$ cat config.mk
export PLATFORM = sky130hd
export DESIGN_NAME = instr_issue
export DESIGN_NICKNAME = d
export VERILOG_FILES = /design/src/rtl/cpu_pkg.sv /design/src/rtl/instr_issue_pc_reg.sv /design/src/rtl/instr_issue.sv
export SDC_FILE = /design/constraint.sdc
export NUM_CORES = 1
export LEC_CHECK = 0
export ABC_CLOCK_PERIOD_IN_PS = 1850
export CAP_MARGIN = 30
export CORE_MARGIN = 1
export CORE_UTILIZATION = 37
export DETAILED_ROUTE_END_ITERATION = 8
export PLACE_DENSITY = 0.76
export SETUP_SLACK_MARGIN = 0.4
export SYNTH_ARGS = -nofsm -noshare
export SYNTH_HDL_FRONTEND = slang
export SYNTH_HIERARCHICAL = 1
export SYNTH_SLANG_ARGS = --single-unit
$ cat constraint.sdc
create_clock -name clk -period 1.85 [get_ports clk]
set_clock_uncertainty 0.1 [all_clocks]
set_input_delay 0.4625 -clock clk [delete_from_list [all_inputs] [get_ports clk]]
set_output_delay 0.4625 -clock clk [all_outputs]
set_load 0.01 [all_outputs]
$ cat src/rtl/cpu_pkg.sv
// Shared CPU definitions: opcode constants and the fetch/issue state encoding.
package cpu_pkg;

  localparam int unsigned OPC_W = 2;

  localparam logic [OPC_W-1:0] OP_RTYPE = 2'b00;
  localparam logic [OPC_W-1:0] OP_LW    = 2'b01;
  localparam logic [OPC_W-1:0] OP_SW    = 2'b10;
  localparam logic [OPC_W-1:0] OP_BEQ   = 2'b11;

  typedef enum logic [1:0] {
    IDLE  = 2'b00,
    FETCH = 2'b01,
    WAIT  = 2'b10,
    ISSUE = 2'b11
  } state_t;

endpackage

$ cat src/rtl/instr_issue_pc_reg.sv
// Program counter: branch load has priority over increment; increment wraps naturally.
module pc_reg #(
  parameter int unsigned PC_W = 8
) (
  input  logic            clk,
  input  logic            rst,
  input  logic            i_load,
  input  logic            i_inc,
  input  logic [PC_W-1:0] i_target,
  output logic [PC_W-1:0] o_pc
);

  logic [PC_W-1:0] r_pc;

  always_ff @(posedge clk) begin
    if (rst) begin
      r_pc <= '0;
    end else if (i_load) begin
      r_pc <= i_target;
    end else if (i_inc) begin
      r_pc <= r_pc + PC_W'(1);
    end
  end

  assign o_pc = r_pc;

endmodule

$ cat src/rtl/instr_issue.sv
// Fetch/issue front end: fetches one word per instruction from a 1-cycle-latency
// memory and presents it to decode behind a valid/ready handshake.
module instr_issue
  import cpu_pkg::*;
#(
  parameter int unsigned PC_W    = 8,
  parameter int unsigned INSTR_W = 16,
  parameter int unsigned OPC_LSB = 14
) (
  input  logic               clk,
  input  logic               rst,
  input  logic               start,
  input  logic               stop,
  output logic               imem_en,
  output logic [PC_W-1:0]    imem_addr,
  input  logic [INSTR_W-1:0] imem_data,
  output logic               issue_valid,
  input  logic               issue_ready,
  output logic [OPC_W-1:0]   opcode,
  output logic [INSTR_W-1:0] instr,
  input  logic               branch_taken,
  input  logic [PC_W-1:0]    branch_target,
  output logic [PC_W-1:0]    pc,
  output logic               busy
);

  state_t             r_state;
  state_t             w_state_nxt;
  logic               r_imem_en;
  logic               r_issue_valid;
  logic               r_busy;
  logic               r_stop_pend;
  logic [INSTR_W-1:0] r_instr;
  logic [OPC_W-1:0]   r_opcode;
  logic [PC_W-1:0]    w_pc;
  logic               w_hs;
  logic               w_branch;
  logic               w_inc;

  assign w_hs     = r_issue_valid & issue_ready;
  assign w_branch = w_hs & (r_opcode == OP_BEQ) & branch_taken;
  assign w_inc    = w_hs & ~w_branch;

  pc_reg #(.PC_W(PC_W)) u_pc_reg (
    .clk      (clk),
    .rst      (rst),
    .i_load   (w_branch),
    .i_inc    (w_inc),
    .i_target (branch_target),
    .o_pc     (w_pc)
  );

  // A stop seen in the handshake cycle itself counts as pending.
  always_comb begin
    w_state_nxt = r_state;
    case (r_state)
      IDLE:    if (start) w_state_nxt = FETCH;
      FETCH:   w_state_nxt = WAIT;
      WAIT:    w_state_nxt = ISSUE;
      ISSUE:   if (w_hs) w_state_nxt = (r_stop_pend | stop) ? IDLE : FETCH;
      default: w_state_nxt = IDLE;
    endcase
  end

  always_ff @(posedge clk) begin
    if (rst) begin
      r_state <= IDLE;
    end else begin
      r_state <= w_state_nxt;
    end
  end

  // Control outputs are registered from the next state so they align with the state.
  always_ff @(posedge clk) begin
    if (rst) begin
      r_imem_en     <= 1'b0;
      r_issue_valid <= 1'b0;
      r_busy        <= 1'b0;
      r_stop_pend   <= 1'b0;
      r_instr       <= '0;
      r_opcode      <= '0;
    end else begin
      r_imem_en     <= (w_state_nxt == FETCH);
      r_issue_valid <= (w_state_nxt == ISSUE);
      r_busy        <= (w_state_nxt != IDLE);
      if (w_state_nxt == IDLE) begin
        r_stop_pend <= 1'b0;
      end else if (stop && (r_state != IDLE)) begin
        r_stop_pend <= 1'b1;
      end
      if (r_state == WAIT) begin
        r_instr  <= imem_data;
        r_opcode <= imem_data[OPC_LSB+1:OPC_LSB];
      end
    end
  end

  assign imem_en     = r_imem_en;
  assign imem_addr   = w_pc;
  assign issue_valid = r_issue_valid;
  assign opcode      = r_opcode;
  assign instr       = r_instr;
  assign pc          = w_pc;
  assign busy        = r_busy;

endmodule
# After elaboration in Yosys (flattened, before gate mapping)
# Index checks and enable logic that the tools add are counted.
# totals
ff_bits	32
out_inout_bits	37
# op_classes
muxes	6
n_bitwise	6
n_eq_ne	6
n_addsub	1
n_reduce_logical	7
# op_table
op	count
$mux W8	2
$add A8 B1 Y8 const B	1
$eq A2 B2 Y1 const B	4
$pmux W2 S4	1
$reduce_bool A2 Y1	3
$and A1 B1 Y1	4
$eq A2 B1 Y1 const B	2
$logic_not A2 Y1	2
$mux W2	2
$reduce_or A2 Y1	1
$logic_and A1 B1 Y1	1
$mux W1	1
$not A1 Y1	1
$or A1 B1 Y1	1

# Longest topological paths before layout
# Gate-level depths: netlist (run 1).
# logic_depth
word_depth	7
mapped_depth	6
mapped_depth_nobuf	5

# Cells and area by module
# Netlist (run 1), hierarchy kept.
# by_module_without_submodules
module	cells_each	area_per_inst_um2	n_inst
instr_issue	112	989.7	1
pc_reg	53	464.2	1

# Least setup slack after synthesis (run 1)
# No wires, ideal clock.
# synth_timing
kind	in2reg
start	input port branch_taken
end	register u_pc_reg.r_pc[7], in the netlist u_pc_reg/o_pc[7]
cell_stages	6
slack_ns	-0.042
setup_time_ns	0.079
arrival_ns	1.713
path_cell_list	nand3_1 nor2b_1 buf_6 or3b_1 or4_1 o211ai_1
# synth_via
elab_chain_len	4
word_cells_on_any_way	5
classes_between	mux: 1; bitwise: 3; reduce/logical: 1
# synth_lines
element	line_no	rtl
start: declaration	instr_issue.sv:21	input logic branch_taken,
$and A1 B1 Y1	instr_issue.sv:41	assign w_branch = w_hs & (r_opcode == OP_BEQ) & branch_taken;
$not A1 Y1	instr_issue.sv:42	assign w_inc = w_hs & ~w_branch;
$and A1 B1 Y1	instr_issue.sv:42	
named net w_inc	instr_issue.sv:38	logic w_inc;
$reduce_bool A2 Y1 (no line)	-	
end signal: assignment	instr_issue_pc_reg.sv:19	r_pc <= i_target;
end signal: assignment	instr_issue_pc_reg.sv:21	r_pc <= r_pc + PC_W'(1);
end: declaration	instr_issue_pc_reg.sv:13	logic [PC_W-1:0] r_pc;
# The timed path passes the listed nets, and every way through them passes these cells.
# A chain may end at the register's enable or synchronous reset.

==> flow_summary.yaml, run 1 <==
outcome:
  status: "completed"
power:
  power_frac_seq_pct: 49.0
  clock_power_share_pct: 33.1
  ir_drop_mv: 0.489
  p_per_area_nw_per_um2: 647
  power.net_switching_uw: 356
  combPwrFrac_pct: 17.9
  leakage_nw: 0.868
  swShare_pct: 24.9
  total_power_mw: 1.43
  intPower_mw: 1.07
global_route:
  grt_pass1_wl_mm: 5.51
  track_usage_pct: 17.0
  grt.overflow.total: 0
  grt_max_degree: 21
  first_global_vias: 1243
  antenna_found_initial: 0
floorplan:
  io-pin-count: 67
  num_rows: 22
  dieArea_um2: 4180
  core_area_um2: 3720
  die_h_um: 64.7
  start_util_pct: 39.1
  die_w_um: 64.7
sta:
  period_minus_slack_ns: 1.56
  rsz0062_at_grt: "yes"
  hold_viol_final: 0
  relSlewSlack_pct: 76.5
  worst_slew_pin_slew_ns: 0.352
  finalSetupViolCount: 0
  tns_ns: 0
  final_max_slew_viol_count: 0
  fmax_ghz: 0.642
  hold_ws_ns: 0.354
  fin_crit_sh_pct: 84.2
clock_network:
  clk_latency_ns: 0.27
  cts_hold_buf: 0
  cts.sinks: 30
  htreeDepth: 2
  cts_root_buffer: "clkbuf_8"
  clock_path_buffers: 2
  clkTransAtPathRegs_ns: 0.06
  cts_tree: "yes"
  cts_made_buffers: 5
yosys:
  yosysSeqAreaShare_pct: 41.3
  synth_ff_type: "dfxtp_1"
  ys_ff_latch: 30
  synth_area_um2: 1450
  ys_types: 35
  avgSynthCellArea_um2: 8.81
  synth-edff-count: 0
  syn-instance-count: 165
  synth.net_count: 196
  yosys_warnings: 6
  synth-async-reset-ratio_pct: 0
setup_path:
  end_kind: "flip-flop"
  max_stage_delay_ns: 0.41
  cp_num_buf_inv: 0
  startpoint_type: "flip-flop"
  required_ns: 1.94
  cp.arrival_ns: 1.65
  crit_family: "simple AND/OR/NAND/NOR gates"
  path_cells: "nand3_2 > nor2b_4 > or3b_1 > or4_1 > o211ai_1"
  crit_slowest_cell: "or4_1"
  crit_fanout: 2
  path_class: "flip-flop to flip-flop"
cells_and_area:
  layout.nets: 267
  n_antenna_cell: 0
  finalNonFillerCells: 284
  synthToLayoutAreaGrowth_pct: 52.2
  layout-drive-gt1-share_pct: 33.5
  fill_cells: 342
route:
  drt-initial-drc-count: 75
  vias: 1378
  antenna_left: 0
  routed_via_density: 4.85
  drt_pass1_iterations: 4
  routed_wl_mm: 3.28
  drc: 0
  routedWlPerCell_um: 11.5
placement:
  dp_hpwl_mm: 2.22
  gp_congestion: 0.828
  port-buffer-count: 66
  place_inst: 265
flow_run:
  drv_cap: 0
hold_path:
  hp-class: "flip-flop to flip-flop"
## layer usage
layer,share of wire [%],up-vias,GRT usage [%],wire (um)
met5,0,-,0,0
met4,0.76,0,5.28,25
met3,6.8,3,6.51,224
met2,48,50,27.4,1590
met1,44,629,20.9,1440
li1,-,696,-,-
## state kept, by name, summed over array words and instances, names as in the netlist
signal and count:
u_pc_reg/o_pc 8, imem_en 1, r_stop_pend 1, issue_valid 1, r_state 2, busy 1, instr 16
## kinds of logic after synthesis
group           synth area share, %
compound gates                 17.6
xor+xnor                       2.41
fa+ha+maj                     0.860
buf+inv                        13.3
flops                          41.3
mux                            2.15
simple gates                   22.3
## synth_stat cells, types with 2 or more instances
master	count	share of area, %
or4_1	2	1.0
a21oi_1	10	3.4
nor2_1	10	2.6
mux2i_1	2	1.4
xor2_1	4	2.4
nand2_1	35	9.0
o211ai_1	4	2.1
buf_6	6	4.6
nand4_1	4	1.7
buf_4	11	5.7
nand3_1	5	1.7
dfxtp_1	30	41
a211oi_1	4	2.1
a21oi_2	10	6.0
o21ai_0	2	0.69
inv_1	3	0.77
nor3b_1	4	2.1
nor3_1	2	0.69
## metrics by stage
stage | util, % | worst slack [ns] | instance area, um2
after floorplan | - | 0.0863 | 1470
after global placement | 55.4 | -0.347 | 2060
after detailed placement | 55.4 | -0.376 | 2060
after CTS | 58.9 | 0.213 | 2190
after global routing | 59.5 | 0.194 | 2210
final | 59.5 | 0.293 | 2210
## cell type report
type                    instances  area [um2]  share of cell area (%)
flip-flops and latches         30         632                    28.6
inverters                       3        11.3                   0.509
repair buffers                 85         753                    34.0
clock buffers                   7        76.3                    3.45
multi-input cells             111         679                    30.7
well taps                      48        60.1                    2.71
## layout by cell type (no fill, tap or decap), types with 2 or more instances in the layout
| master | netlist | layout |
|---|---|---|
| a211oi_1 | 4 | 4 |
| a21oi_1 | 10 | 10 |
| a21oi_2 | 10 | 10 |
| buf_2 | 1 | 5 |
| buf_4 | 11 | 18 |
| buf_6 | 6 | 5 |
| clkbuf_1 | 1 | 2 |
| clkbuf_2 | 0 | 10 |
| clkbuf_8 | 0 | 5 |
| clkdlybuf4s15_1 | 0 | 9 |
| clkdlybuf4s15_2 | 0 | 8 |
| clkdlybuf4s50_1 | 0 | 26 |
| dfxtp_1 | 30 | 19 |
| dfxtp_2 | 0 | 4 |
| dfxtp_4 | 0 | 7 |
| dlygate4sd2_1 | 0 | 3 |
| inv_1 | 3 | 3 |
| mux2i_1 | 2 | 2 |
| nand2_1 | 35 | 34 |
| nand3_1 | 5 | 4 |
| nand4_1 | 4 | 4 |
| nor2_1 | 10 | 10 |
| nor2b_4 | 1 | 2 |
| nor3_1 | 2 | 2 |
| nor3b_1 | 4 | 4 |
| o211ai_1 | 4 | 4 |
| o21ai_0 | 2 | 2 |
| or4_1 | 2 | 2 |
| xor2_1 | 4 | 4 |
## repair_timing
| action | CTS | global route |
|---|---|---|
| pin swaps | 3 | 2 |
| endpoints found under the hold margin | 0 | 0 |
| setup endpoints to repair | 46 | 50 |
| buffers inserted | 8 | 4 |
| resized for setup | 110 | 29 |
## power by group through the flow
stage / Combinational (mW) / Clock, mW / Sequential (mW)
final: 0.256 / 0.474 / 0.701
after global routing: 0.279 / 0.528 / 0.706
after CTS: 0.242 / 0.500 / 0.701
after detailed placement: 0.253 / 0 / 0.726
after global placement: 0.251 / 0 / 0.726
after floorplan: 0.142 / 0 / 0.726
## worst min-delay path: cells and delay by family (launching register included)
family,cells,cell delay [ns]
AOI/OAI and AO/OA,1,0.05
DFF,1,0.31
and+or+nand+nor,1,0.05
## path summary, 6_finish.rpt
| path | start | cells past startpoint | endpoint | slack (ns) |
|---|---|---|---|---|
| setup reg to reg | instr[14]$_SDFFE_PP0P_ | 5 | u_pc_reg/o_pc[5]$_SDFFE_PP0P_ | 0.29 |
| setup / recovery | instr[14]$_SDFFE_PP0P_ | 5 | u_pc_reg/o_pc[5]$_SDFFE_PP0P_ | 0.29 |
| hold / removal | instr[13]$_SDFFE_PP0P_ | 2 | instr[13]$_SDFFE_PP0P_ | 0.35 |
| hold reg to reg | instr[13]$_SDFFE_PP0P_ | 2 | instr[13]$_SDFFE_PP0P_ | 0.35 |
Note: power is estimated with default switching activity, not from simulation.
==> inputs of run 2 (changes only) <==
- ABC_CLOCK_PERIOD_IN_PS: 1850 -> 1600
- CORE_UTILIZATION: 37 -> 41
- PLACE_DENSITY: 0.76 -> 0.8
- clock period: 1.85 -> 1.6 ns (I/O delays scaled with it)
==> flow_summary.yaml, run 2 (synthesized netlist as in run 1, its figures left out) <==
setup_path:
  required_ns: 1.74
  path_cells: "dlygate4sd2_1 > nand2_4 > nor2b_4 > or3b_4 > or4_4 > o211ai_1"
  rr_startpoint: "issue_valid$_SDFF_PP0_"
  max_stage_delay_ns: 0.41
  crit_fanout: 3
  path_class: "input port to flip-flop"
  startpoint_type: "input port"
  startpoint: "issue_ready"
  crit_slowest_cell: "or4_4"
  end_kind: "flip-flop"
  cp.arrival_ns: 1.81
floorplan:
  die_h_um: 61.6
  start_util_pct: 43.2
  num_rows: 21
  dieArea_um2: 3790
  io-pin-count: 67
  core_area_um2: 3360
  die_w_um: 61.6
global_route:
  antenna_found_initial: 0
  track_usage_pct: 20.9
  grt_pass1_wl_mm: 5.66
  first_global_vias: 1295
  grt_max_degree: 20
  grt.overflow.total: 0
route:
  drc: 0
  routed_via_density: 4.91
  drt_pass1_iterations: 4
  antenna_left: 0
  routed_wl_mm: 3.83
  routedWlPerCell_um: 12.8
  vias: 1462
  drt-initial-drc-count: 103
placement:
  port-buffer-count: 66
  dp_hpwl_mm: 2.31
  place_inst: 267
  gp_congestion: 0.825
  place_area_um2: 2090
cells_and_area:
  largest_reg_flops: 16
  final_common_cell: "buf_6"
  layout.nets: 282
  layout-drive-gt1-share_pct: 50.8
  synthToLayoutAreaGrowth_pct: 73.3
  postLayoutCellArea_um2: 2520
  mostFrequentLayoutCells: "45 x buf_6, 33 x nand2_1, 26 x clkdlybuf4s50_1, 23 x dfxtp_2, 18 x buf_4"
  n_antenna_cell: 0
  finalNonFillerCells: 298
  fill_cells: 257
power:
  leakage_nw: 1.03
  ir_drop_mv: 0.525
  p_per_area_nw_per_um2: 665
outcome:
  status: "finished, violations left"
  violations: "negative setup slack"
hold_path:
  hp-class: "flip-flop to flip-flop"
  worstHoldStart: "instr[10]$_SDFFE_PP0P_"
clock_network:
  cts_made_buffers: 5
  cts_tree: "yes"
  clk_latency_ns: 0.33
  cts_root_buffer: "clkbuf_4"
  htreeDepth: 2
  clkTransAtPathRegs_ns: 0.09
  cts.sinks: 30
  clock_path_buffers: 2
sta:
  fmax_ghz: 0.600
  rsz0062_at_grt: "yes"
  tns_ns: -0.153
  relSlewSlack_pct: 79.2
  worst_slew_pin_slew_ns: 0.308
  fin_crit_sh_pct: 104
  hold_viol_final: 0
  final_max_slew_viol_count: 0
  period_minus_slack_ns: 1.67
  finalSetupViolCount: 4
  hold_ws_ns: 0.367
  timing.final.ws_setup_ns: -0.0664
flow_run:
  drv_cap: 0
## run 2: cell count changes in the layout (fill, tap and decap cells not counted), sizes merged
cell	delta
clkdlybuf4s15	-16
clkbuf	-10
buf	+39
clkinv	+1
dlymetal6s2s	+1
nand2b	+1
## run 2: final timing paths
path              slack [ns]                             to  cells after the start
setup / recovery       -0.07  u_pc_reg/o_pc[7]$_SDFFE_PP0P_                      6
hold / removal          0.37         instr[10]$_SDFFE_PP0P_                      2
setup reg to reg       -0.03  u_pc_reg/o_pc[7]$_SDFFE_PP0P_                      5
hold reg to reg         0.37         instr[10]$_SDFFE_PP0P_                      2
## run 2: layout make-up
type / instances / area [um2] / area share (%)
clock buffer: 7 / 55.1 / 2.18
clock inverter: 1 / 5.00 / 0.199
inverter: 3 / 11.3 / 0.447
multi-input combinational: 112 / 729 / 28.9
sequential: 30 / 644 / 25.6
tap: 46 / 57.6 / 2.28
timing repair buffer: 99 / 1020 / 40.4
## run 2: stage by stage
| step | total power [mW] | util [%] | setup WS, ns |
|---|---|---|---|
| 6_report | 1.67 | 74.9 | -0.0664 |
| 5_1_grt | 1.76 | 74.9 | -0.100 |
| 4_1_cts | 1.67 | 71.8 | -0.115 |
| 3_5_place_dp | 1.14 | 62.2 | -0.581 |
| 3_3_place_gp | 1.13 | 62.2 | -0.531 |
| 2_1_floorplan | 1.01 | - | -0.101 |
## run 2: timing repair
item,4_1_cts,5_1_grt
setup endpoints to repair,61,62
setup buffers,17,4
gates resized for setup,215,23
cloned,1,1
pin swaps,3,3
hold buffers,0,0
## run 2: power breakdown
part	switching, mW	internal (mW)	leakage [nW]
logic	0.150	0.227	0.739
registers	0.0395	0.788	0.258
clock network	0.257	0.213	0.0353
total	0.447	1.23	1.03
## run 2: per-layer routing
metal | track usage (%) | part of all wire, %
met2 | 34.6 | 49
met3 | 5.88 | 7.0
met5 | 0 | 0
met4 | 12.1 | 2.7
met1 | 24.0 | 41
## run 2: worst max-delay path, delay by kind of cell
family	cells	cell delay [ns]
AO/OA/AOI/OAI	1	0.10
AND/OR/NAND/NOR	4	1.00
buffers and inverters	1	0.31
==> inputs of run 3 (changes only) <==
- CAP_MARGIN: 30 -> 10
==> results of run 3 <==
No change in the layout: final DEF, timing and power equal those of run 2.
